## src/rtl/debug_pkg.sv

```systemverilog
// rtl/debug_pkg.sv - shared state encodings, command bytes and byte-select helper
package debug_pkg;

    typedef enum logic [3:0] {
        ST_IDLE = 4'b0000,
        ST_LOAD = 4'b0001,
        ST_RUN  = 4'b0010,
        ST_STEP = 4'b0011,
        ST_DUMP = 4'b0100
    } state_t;

    typedef enum logic [1:0] {
        LD_CNT_HI,
        LD_CNT_LO,
        LD_DATA
    } load_phase_t;

    localparam logic [7:0] CMD_LOAD = 8'h4C;
    localparam logic [7:0] CMD_RUN  = 8'h52;
    localparam logic [7:0] CMD_STEP = 8'h53;
    localparam logic [7:0] CMD_DUMP = 8'h44;

    // Byte idx 0 is the most significant byte of the word.
    function automatic logic [7:0] word_byte(input logic [31:0] word, input logic [1:0] idx);
        logic [7:0] b;
        case (idx)
            2'd0:    b = word[31:24];
            2'd1:    b = word[23:16];
            2'd2:    b = word[15:8];
            default: b = word[7:0];
        endcase
        return b;
    endfunction

endpackage

```

## src/rtl/debug_controller_if.sv

```systemverilog
// rtl/debug_controller_if.sv - UART, instruction-memory and pipeline-debug signal bundle
interface debug_controller_if #(parameter int IMEM_AW = 8);
    logic [7:0]         i_rx_data;
    logic               i_rx_valid;
    logic [7:0]         o_tx_data;
    logic               o_tx_start;
    logic               i_tx_busy;
    logic               o_imem_we;
    logic [IMEM_AW-1:0] o_imem_addr;
    logic [7:0]         o_imem_data;
    logic               o_mips_en;
    logic               i_halt;
    logic [31:0]        i_pc;
    logic [4:0]         o_reg_sel;
    logic [31:0]        i_reg_data;
    logic [3:0]         o_state;

    modport master (
        input  i_rx_data, i_rx_valid, i_tx_busy, i_halt, i_pc, i_reg_data,
        output o_tx_data, o_tx_start, o_imem_we, o_imem_addr, o_imem_data,
               o_mips_en, o_reg_sel, o_state
    );

    modport slave (
        output i_rx_data, i_rx_valid, i_tx_busy, i_halt, i_pc, i_reg_data,
        input  o_tx_data, o_tx_start, o_imem_we, o_imem_addr, o_imem_data,
               o_mips_en, o_reg_sel, o_state
    );
endinterface

```

## src/rtl/dump_serializer.sv

```systemverilog
// rtl/dump_serializer.sv - streams PC then NREGS register words, MSB first, to the UART transmitter
module dump_serializer
    import debug_pkg::*;
#(
    parameter int NREGS = 32
) (
    input  logic        clk,
    input  logic        rst_n,
    input  logic        start,
    input  logic [31:0] pc,
    input  logic [31:0] reg_data,
    input  logic        tx_busy,
    output logic [4:0]  reg_sel,
    output logic [7:0]  tx_data,
    output logic        tx_start,
    output logic        done
);
    localparam logic [5:0] LAST_WORD = 6'(NREGS);

    logic        active;
    logic [5:0]  word_idx;
    logic [1:0]  byte_idx;
    logic [31:0] cur_word;

    // Word 0 is the PC; word k>0 is register k-1, whose select was set up one word ahead.
    assign cur_word = (word_idx == 6'd0) ? pc : reg_data;

    always_ff @(posedge clk or negedge rst_n) begin
        if (!rst_n) begin
            active   <= 1'b0;
            word_idx <= 6'd0;
            byte_idx <= 2'd0;
            reg_sel  <= 5'd0;
            tx_data  <= 8'd0;
            tx_start <= 1'b0;
            done     <= 1'b0;
        end else begin
            tx_start <= 1'b0;
            done     <= 1'b0;
            if (start) begin
                active   <= 1'b1;
                word_idx <= 6'd0;
                byte_idx <= 2'd0;
                reg_sel  <= 5'd0;
            end else if (active && !tx_busy && !tx_start) begin
                tx_start <= 1'b1;
                tx_data  <= word_byte(cur_word, byte_idx);
                byte_idx <= byte_idx + 2'd1;
                if (byte_idx == 2'd3) begin
                    if (word_idx == LAST_WORD) begin
                        active <= 1'b0;
                        done   <= 1'b1;
                    end else begin
                        word_idx <= word_idx + 6'd1;
                        reg_sel  <= (word_idx == 6'd0) ? 5'd0 : word_idx[4:0];
                    end
                end
            end
        end
    end
endmodule

```

## src/rtl/debug_controller.sv

```systemverilog
// rtl/debug_controller.sv - UART command FSM: program load, run/step control and state dump
module debug_controller
    import debug_pkg::*;
#(
    parameter int IMEM_AW = 8,
    parameter int NREGS   = 32
) (
    input logic               clk,
    input logic               rst,
    debug_controller_if.master bus
);
    state_t             state;
    load_phase_t        phase;
    logic [15:0]        remaining;
    logic [15:0]        count_word;
    logic [IMEM_AW-1:0] wr_addr;
    logic               imem_we;
    logic [IMEM_AW-1:0] imem_addr;
    logic [7:0]         imem_data;
    logic               dump_start;
    logic               dump_done;

    assign dump_start = (state == ST_IDLE) && bus.i_rx_valid && (bus.i_rx_data == CMD_DUMP);
    // The high count byte is parked in remaining[15:8] until the low byte arrives.
    assign count_word = {remaining[15:8], bus.i_rx_data};

    always_ff @(posedge clk or negedge rst) begin
        if (!rst) begin
            state     <= ST_IDLE;
            phase     <= LD_CNT_HI;
            remaining <= 16'd0;
            wr_addr   <= '0;
            imem_we   <= 1'b0;
            imem_addr <= '0;
            imem_data <= 8'd0;
        end else begin
            imem_we <= 1'b0;
            case (state)
                ST_IDLE: begin
                    if (bus.i_rx_valid) begin
                        case (bus.i_rx_data)
                            CMD_LOAD: begin
                                state <= ST_LOAD;
                                phase <= LD_CNT_HI;
                            end
                            CMD_RUN:  state <= ST_RUN;
                            CMD_STEP: state <= ST_STEP;
                            CMD_DUMP: state <= ST_DUMP;
                            default:  state <= ST_IDLE;
                        endcase
                    end
                end
                ST_LOAD: begin
                    if (bus.i_rx_valid) begin
                        case (phase)
                            LD_CNT_HI: begin
                                remaining[15:8] <= bus.i_rx_data;
                                phase           <= LD_CNT_LO;
                            end
                            LD_CNT_LO: begin
                                remaining <= count_word;
                                if (count_word == 16'd0) begin
                                    state <= ST_IDLE;
                                    phase <= LD_CNT_HI;
                                end else begin
                                    phase <= LD_DATA;
                                end
                            end
                            default: begin
                                imem_we   <= 1'b1;
                                imem_addr <= wr_addr;
                                imem_data <= bus.i_rx_data;
                                remaining <= remaining - 16'd1;
                                if (remaining == 16'd1) begin
                                    state   <= ST_IDLE;
                                    phase   <= LD_CNT_HI;
                                    wr_addr <= '0;
                                end else begin
                                    wr_addr <= wr_addr + IMEM_AW'(1);
                                end
                            end
                        endcase
                    end
                end
                ST_RUN:  if (bus.i_halt) state <= ST_IDLE;
                ST_STEP: state <= ST_IDLE;
                ST_DUMP: if (dump_done) state <= ST_IDLE;
                default: state <= ST_IDLE;
            endcase
        end
    end

    dump_serializer #(.NREGS(NREGS)) u_dump (
        .clk      (clk),
        .rst_n    (rst),
        .start    (dump_start),
        .pc       (bus.i_pc),
        .reg_data (bus.i_reg_data),
        .tx_busy  (bus.i_tx_busy),
        .reg_sel  (bus.o_reg_sel),
        .tx_data  (bus.o_tx_data),
        .tx_start (bus.o_tx_start),
        .done     (dump_done)
    );

    assign bus.o_state     = state;
    assign bus.o_mips_en   = (state == ST_RUN) || (state == ST_STEP);
    assign bus.o_imem_we   = imem_we;
    assign bus.o_imem_addr = imem_addr;
    assign bus.o_imem_data = imem_data;
endmodule

```

## src/flat_wrapper.sv

```systemverilog
// flat-port wrapper written by rule: the top's interface ports become plain ports
module debug_controller_flat import debug_pkg::*;
#(
    parameter int IMEM_AW = 8,
    parameter int NREGS   = 32
)
  (clk, rst, bus_i_rx_data, bus_i_rx_valid, bus_i_tx_busy, bus_i_halt, bus_i_pc, bus_i_reg_data, bus_o_tx_data, bus_o_tx_start, bus_o_imem_we, bus_o_imem_addr, bus_o_imem_data, bus_o_mips_en, bus_o_reg_sel, bus_o_state);
  debug_controller_if #(.IMEM_AW(IMEM_AW)) bus_i ();
  input logic clk;
  input logic rst;
  input wire logic [$bits(bus_i.i_rx_data)-1:0] bus_i_rx_data;
  input wire logic [$bits(bus_i.i_rx_valid)-1:0] bus_i_rx_valid;
  input wire logic [$bits(bus_i.i_tx_busy)-1:0] bus_i_tx_busy;
  input wire logic [$bits(bus_i.i_halt)-1:0] bus_i_halt;
  input wire logic [$bits(bus_i.i_pc)-1:0] bus_i_pc;
  input wire logic [$bits(bus_i.i_reg_data)-1:0] bus_i_reg_data;
  output wire logic [$bits(bus_i.o_tx_data)-1:0] bus_o_tx_data;
  output wire logic [$bits(bus_i.o_tx_start)-1:0] bus_o_tx_start;
  output wire logic [$bits(bus_i.o_imem_we)-1:0] bus_o_imem_we;
  output wire logic [$bits(bus_i.o_imem_addr)-1:0] bus_o_imem_addr;
  output wire logic [$bits(bus_i.o_imem_data)-1:0] bus_o_imem_data;
  output wire logic [$bits(bus_i.o_mips_en)-1:0] bus_o_mips_en;
  output wire logic [$bits(bus_i.o_reg_sel)-1:0] bus_o_reg_sel;
  output wire logic [$bits(bus_i.o_state)-1:0] bus_o_state;
  assign bus_i.i_rx_data = bus_i_rx_data;
  assign bus_i.i_rx_valid = bus_i_rx_valid;
  assign bus_i.i_tx_busy = bus_i_tx_busy;
  assign bus_i.i_halt = bus_i_halt;
  assign bus_i.i_pc = bus_i_pc;
  assign bus_i.i_reg_data = bus_i_reg_data;
  assign bus_o_tx_data = bus_i.o_tx_data;
  assign bus_o_tx_start = bus_i.o_tx_start;
  assign bus_o_imem_we = bus_i.o_imem_we;
  assign bus_o_imem_addr = bus_i.o_imem_addr;
  assign bus_o_imem_data = bus_i.o_imem_data;
  assign bus_o_mips_en = bus_i.o_mips_en;
  assign bus_o_reg_sel = bus_i.o_reg_sel;
  assign bus_o_state = bus_i.o_state;
  debug_controller #(.IMEM_AW(IMEM_AW), .NREGS(NREGS)) u_core (.clk(clk), .rst(rst), .bus(bus_i));
endmodule
```

## config.mk

```make
export PLATFORM = sky130hd
export DESIGN_NAME = debug_controller_flat
export DESIGN_NICKNAME = d
export VERILOG_FILES = /design/src/rtl/debug_pkg.sv /design/src/rtl/debug_controller_if.sv /design/src/rtl/dump_serializer.sv /design/src/rtl/debug_controller.sv /design/src/flat_wrapper.sv
export SDC_FILE = /design/constraint.sdc
export NUM_CORES = 1
export LEC_CHECK = 0
export BUFFER_PORTS_ARGS = -buffer_cell sky130_fd_sc_hd__buf_2
export CAP_MARGIN = 15
export CORE_MARGIN = 4
export CORE_UTILIZATION = 47
export DETAILED_ROUTE_END_ITERATION = 6
export GPL_TIMING_DRIVEN = 0
export PLACE_DENSITY = 0.76
export SLEW_MARGIN = 30
export SYNTH_ARGS = -nofsm -noshare
export SYNTH_HDL_FRONTEND = slang
export SYNTH_HIERARCHICAL = 1
export SYNTH_SLANG_ARGS = --single-unit
```

## constraint.sdc

```tcl
create_clock -name clk -period 1.9 [get_ports clk]
set_input_delay 0.095 -clock clk [delete_from_list [all_inputs] [get_ports clk]]
set_output_delay 0.095 -clock clk [all_outputs]
set_load 0.05 [all_outputs]
```

==> summary.txt <==
Die H = 99.9 um
# rows = 33
Antenna diodes = 0
Cell taking the most area after synthesis = dfrtp_1
CTS Sinks = 70
Synthesized flop and latch total = 70
Final-stage net count = 634
Final wirelength = 12000 um
Vias = 3928
Ys async rst share = 100%
Worst Path Arrival = 2.25 ns
Crit Reg-Reg Startpoint = u_core/remaining[12]
Yosys cell types = 64
Starting density of the core = 48.3%
Clk pin slew, worst setup/hold paths = 0.08 ns
Hold Vio Cnt, Final = 0
CTS buffer count = 9
Area share of the largest cell type after synthesis = 44.1%
Later-pin clock latency in the skew report = 0.35 ns
Pins Over Slew Limit = 0
Commonest cells after routing, fill and taps aside = buf_2, dfrtp_1, nor2_1, nand2_1, buf_4
Worst reg2reg setup slack = -0.12 ns
Die area = 9980 um^2
P_leak = 2.51 nW
Fillers = 657
Crit path time final = 2.02 ns
Top Layer Used = met4
Die X = 99.9 um
TritonCTS clock tree = yes
First-pass GRT wire length = 18700 um
Number of DRC markers in iteration 0 = 297
GR Overflow Total = 0
Skew final = 0.00994 ns
Max-Cap Viols = 0
CTS root buffer = clkbuf_8
Synthesized area = 3970 um^2
Yosys warns = 6
WL/cell = 18.3 um
WL met1 = 5130 um
Clk buf depth = 2
Area delta synth->final = 36.1%
GPL Wtd Cong = 0.918
Placement-stage cell area = 4720 um^2
Hold path startpoint = bus_i_halt
H-tree lvl count = 3
Drt drc = 3
Worst reg2reg endpoint = u_core/bus.o_state[0]
Worst-path maximum fanout = 3
Peak VDD IR = 0.000417 V
Mean Syn Cell Area = 9.73 um^2
Hold Path Class = input pin to register
Mapped Nets = 494
Total power = 4.84 mW
Vias per cell = 5.98
Post-route cell area = 5400 um^2
Initial antenna violation count = 0
Period utilization = 106%
Outcome = finished, violations left
Post-detail-place hpwl = 8330 um
DR WL met2 = 5950 um
Worst setup EP type = register
Slew @ Worst Pin = 0.532 ns
CORE AREA = 8220 um^2
Post-Route Setup TNS = -0.413 ns
Hold Crit Depth = 3
R2R depth = 5
Post-synth EDFFs = 0
Pwr dens = 897 nW/um^2
Most used DFF post-synth = dfrtp_1
Post-synthesis sequential area ratio = 44.1%
Post-route ant nets = 0
Commonest non-fill, non-tap cell in the layout = buf_2
Synth area leaders = dfrtp_1, mux2_2, nor2_1, a222oi_1, nand2_1
Finish-stage setup viols = 15
Failing checks = DRC, setup timing
Top Ports = 113
Hold endpoint = u_core/bus.o_state[1]
Share of cells above drive strength 1 = 45.8%
Synth Instances = 408
IO buf count = 110
Largest net degree at the start of global routing = 48
Vias in the first global route = 3795
Met3 wire length = 701 um
RSZ-0062 raised after global routing = true
TritonRoute pass-1 iters = 7
Fmax achieved = 0.495 GHz
GRT Util Overall = 23.5%
Setup Crit Path Kind = register to register
Slew HR = 64.5%
CP required = 2.13 ns
PnR worst setup slack = -0.122 ns
CP Launch Type = register
cells in the mapped netlist, drive strengths merged, types with 9 or more instances:
| cell | count |
|---|---|
| a21oi | 21 |
| dfrtp | 70 |
| mux2 | 24 |
| a211oi | 14 |
| ha | 9 |
| inv | 15 |
| nand3 | 11 |
| nor2 | 43 |
| a222oi | 16 |
| clkbuf | 18 |
| and3 | 9 |
| o21ai | 23 |
| nand2 | 34 |
| nor3 | 15 |
kinds of logic (layout without fill, tap and decap cells):
family / count (synthesis) / in the layout / share of synthesized area [%]
flops: 70 / 70 / 44.1
xor+xnor: 6 / 6 / 1.32
other cells: 1 / 1 / 0.0945
fa+ha+maj: 9 / 9 / 2.84
compound gates: 113 / 113 / 20.7
buf+inv: 36 / 180 / 3.72
simple gates: 147 / 147 / 19.7
mux: 26 / 26 / 7.50
through the flow:
| step | setup slack (ns) | util (%) | instances | hold slack, ns |
|---|---|---|---|---|
| after floorplan | -0.0539 | - | 408 | -0.201 |
| after global placement | -0.256 | 57.1 | 623 | 0.397 |
| after detailed placement | -0.332 | 57.4 | 624 | 0.0256 |
| after CTS | -0.0615 | 63.0 | 654 | 0.0244 |
| after global routing | -0.164 | 65.7 | 657 | 0.0534 |
| final | -0.122 | 65.7 | 657 | 0.0449 |
power by group:
group	internal (mW)	total [mW]	switching (mW)
clock network	0.631	1.19	0.560
registers	1.65	1.77	0.120
logic	0.692	1.88	1.19
total	2.97	4.84	1.87
final cells by class:
cell class / instances / area [um^2] / share of cell area [%]
Buffer: 15 / 96.3 / 1.78
Clock buffer: 11 / 141 / 2.62
Clock inverter: 4 / 47.5 / 0.880
Inverter: 15 / 56.3 / 1.04
Multi-Input combinational cell: 302 / 2370 / 44.0
Sequential cell: 70 / 1760 / 32.5
Tap cell: 105 / 131 / 2.43
Timing Repair Buffer: 135 / 796 / 14.7
state kept, by name (all words and copies together), names as in the netlist:
register and cells:
u_core/bus.o_imem_data 8, u_core/u_dump/tx_data 8, u_core/bus.o_imem_we 1, u_core/u_dump/reg_sel 5, u_core/u_dump/word_idx 6, u_core/bus.o_state 3
u_core/remaining 16, u_core/u_dump/done 1, u_core/wr_addr 8, u_core/phase 2, u_core/bus.o_imem_addr 8, u_core/u_dump/active 1
u_core/u_dump/tx_start 1, u_core/u_dump/byte_idx 2
repair_timing:
item,4_1_cts,5_1_grt
cloned,0,0
hold endpoints to repair,30,0
hold buffers,1,0
pin swaps,6,18
setup endpoints to repair,40,57
buffers inserted,17,7
gates resized for setup,32,58
worst max-delay path, stage by stage, from the launching register on:
cell	delay, ns
dfrtp_1	0.40
or4_4	0.60
nor4_4	0.32
buf_4	0.17
o311ai_2	0.09
mux2_4	0.32
how the worst max path moves through the flow:
stage	from	to	slack, ns	cells after the start
after floorplan	u_core/remaining[7]	u_core/bus.o_state[0]	-0.05	4
after global placement	u_core/remaining[1]	u_core/bus.o_state[0]	-0.26	6
after detailed placement	u_core/remaining[1]	u_core/bus.o_state[0]	-0.33	6
after CTS	u_core/remaining[12]	u_core/bus.o_state[0]	-0.06	5
after global routing	u_core/remaining[12]	u_core/bus.o_state[0]	-0.16	5
final	u_core/remaining[12]	u_core/bus.o_state[0]	-0.12	5
routing by layer:
layer / vias to the layer above / global-route usage [%]
li1: 1827 / -
met1: 1926 / 31.7
met2: 146 / 37.0
met3: 29 / 4.73
met4: 0 / 9.66
met5: - / 0
No activity file was read; power rests on OpenSTA's default activity.
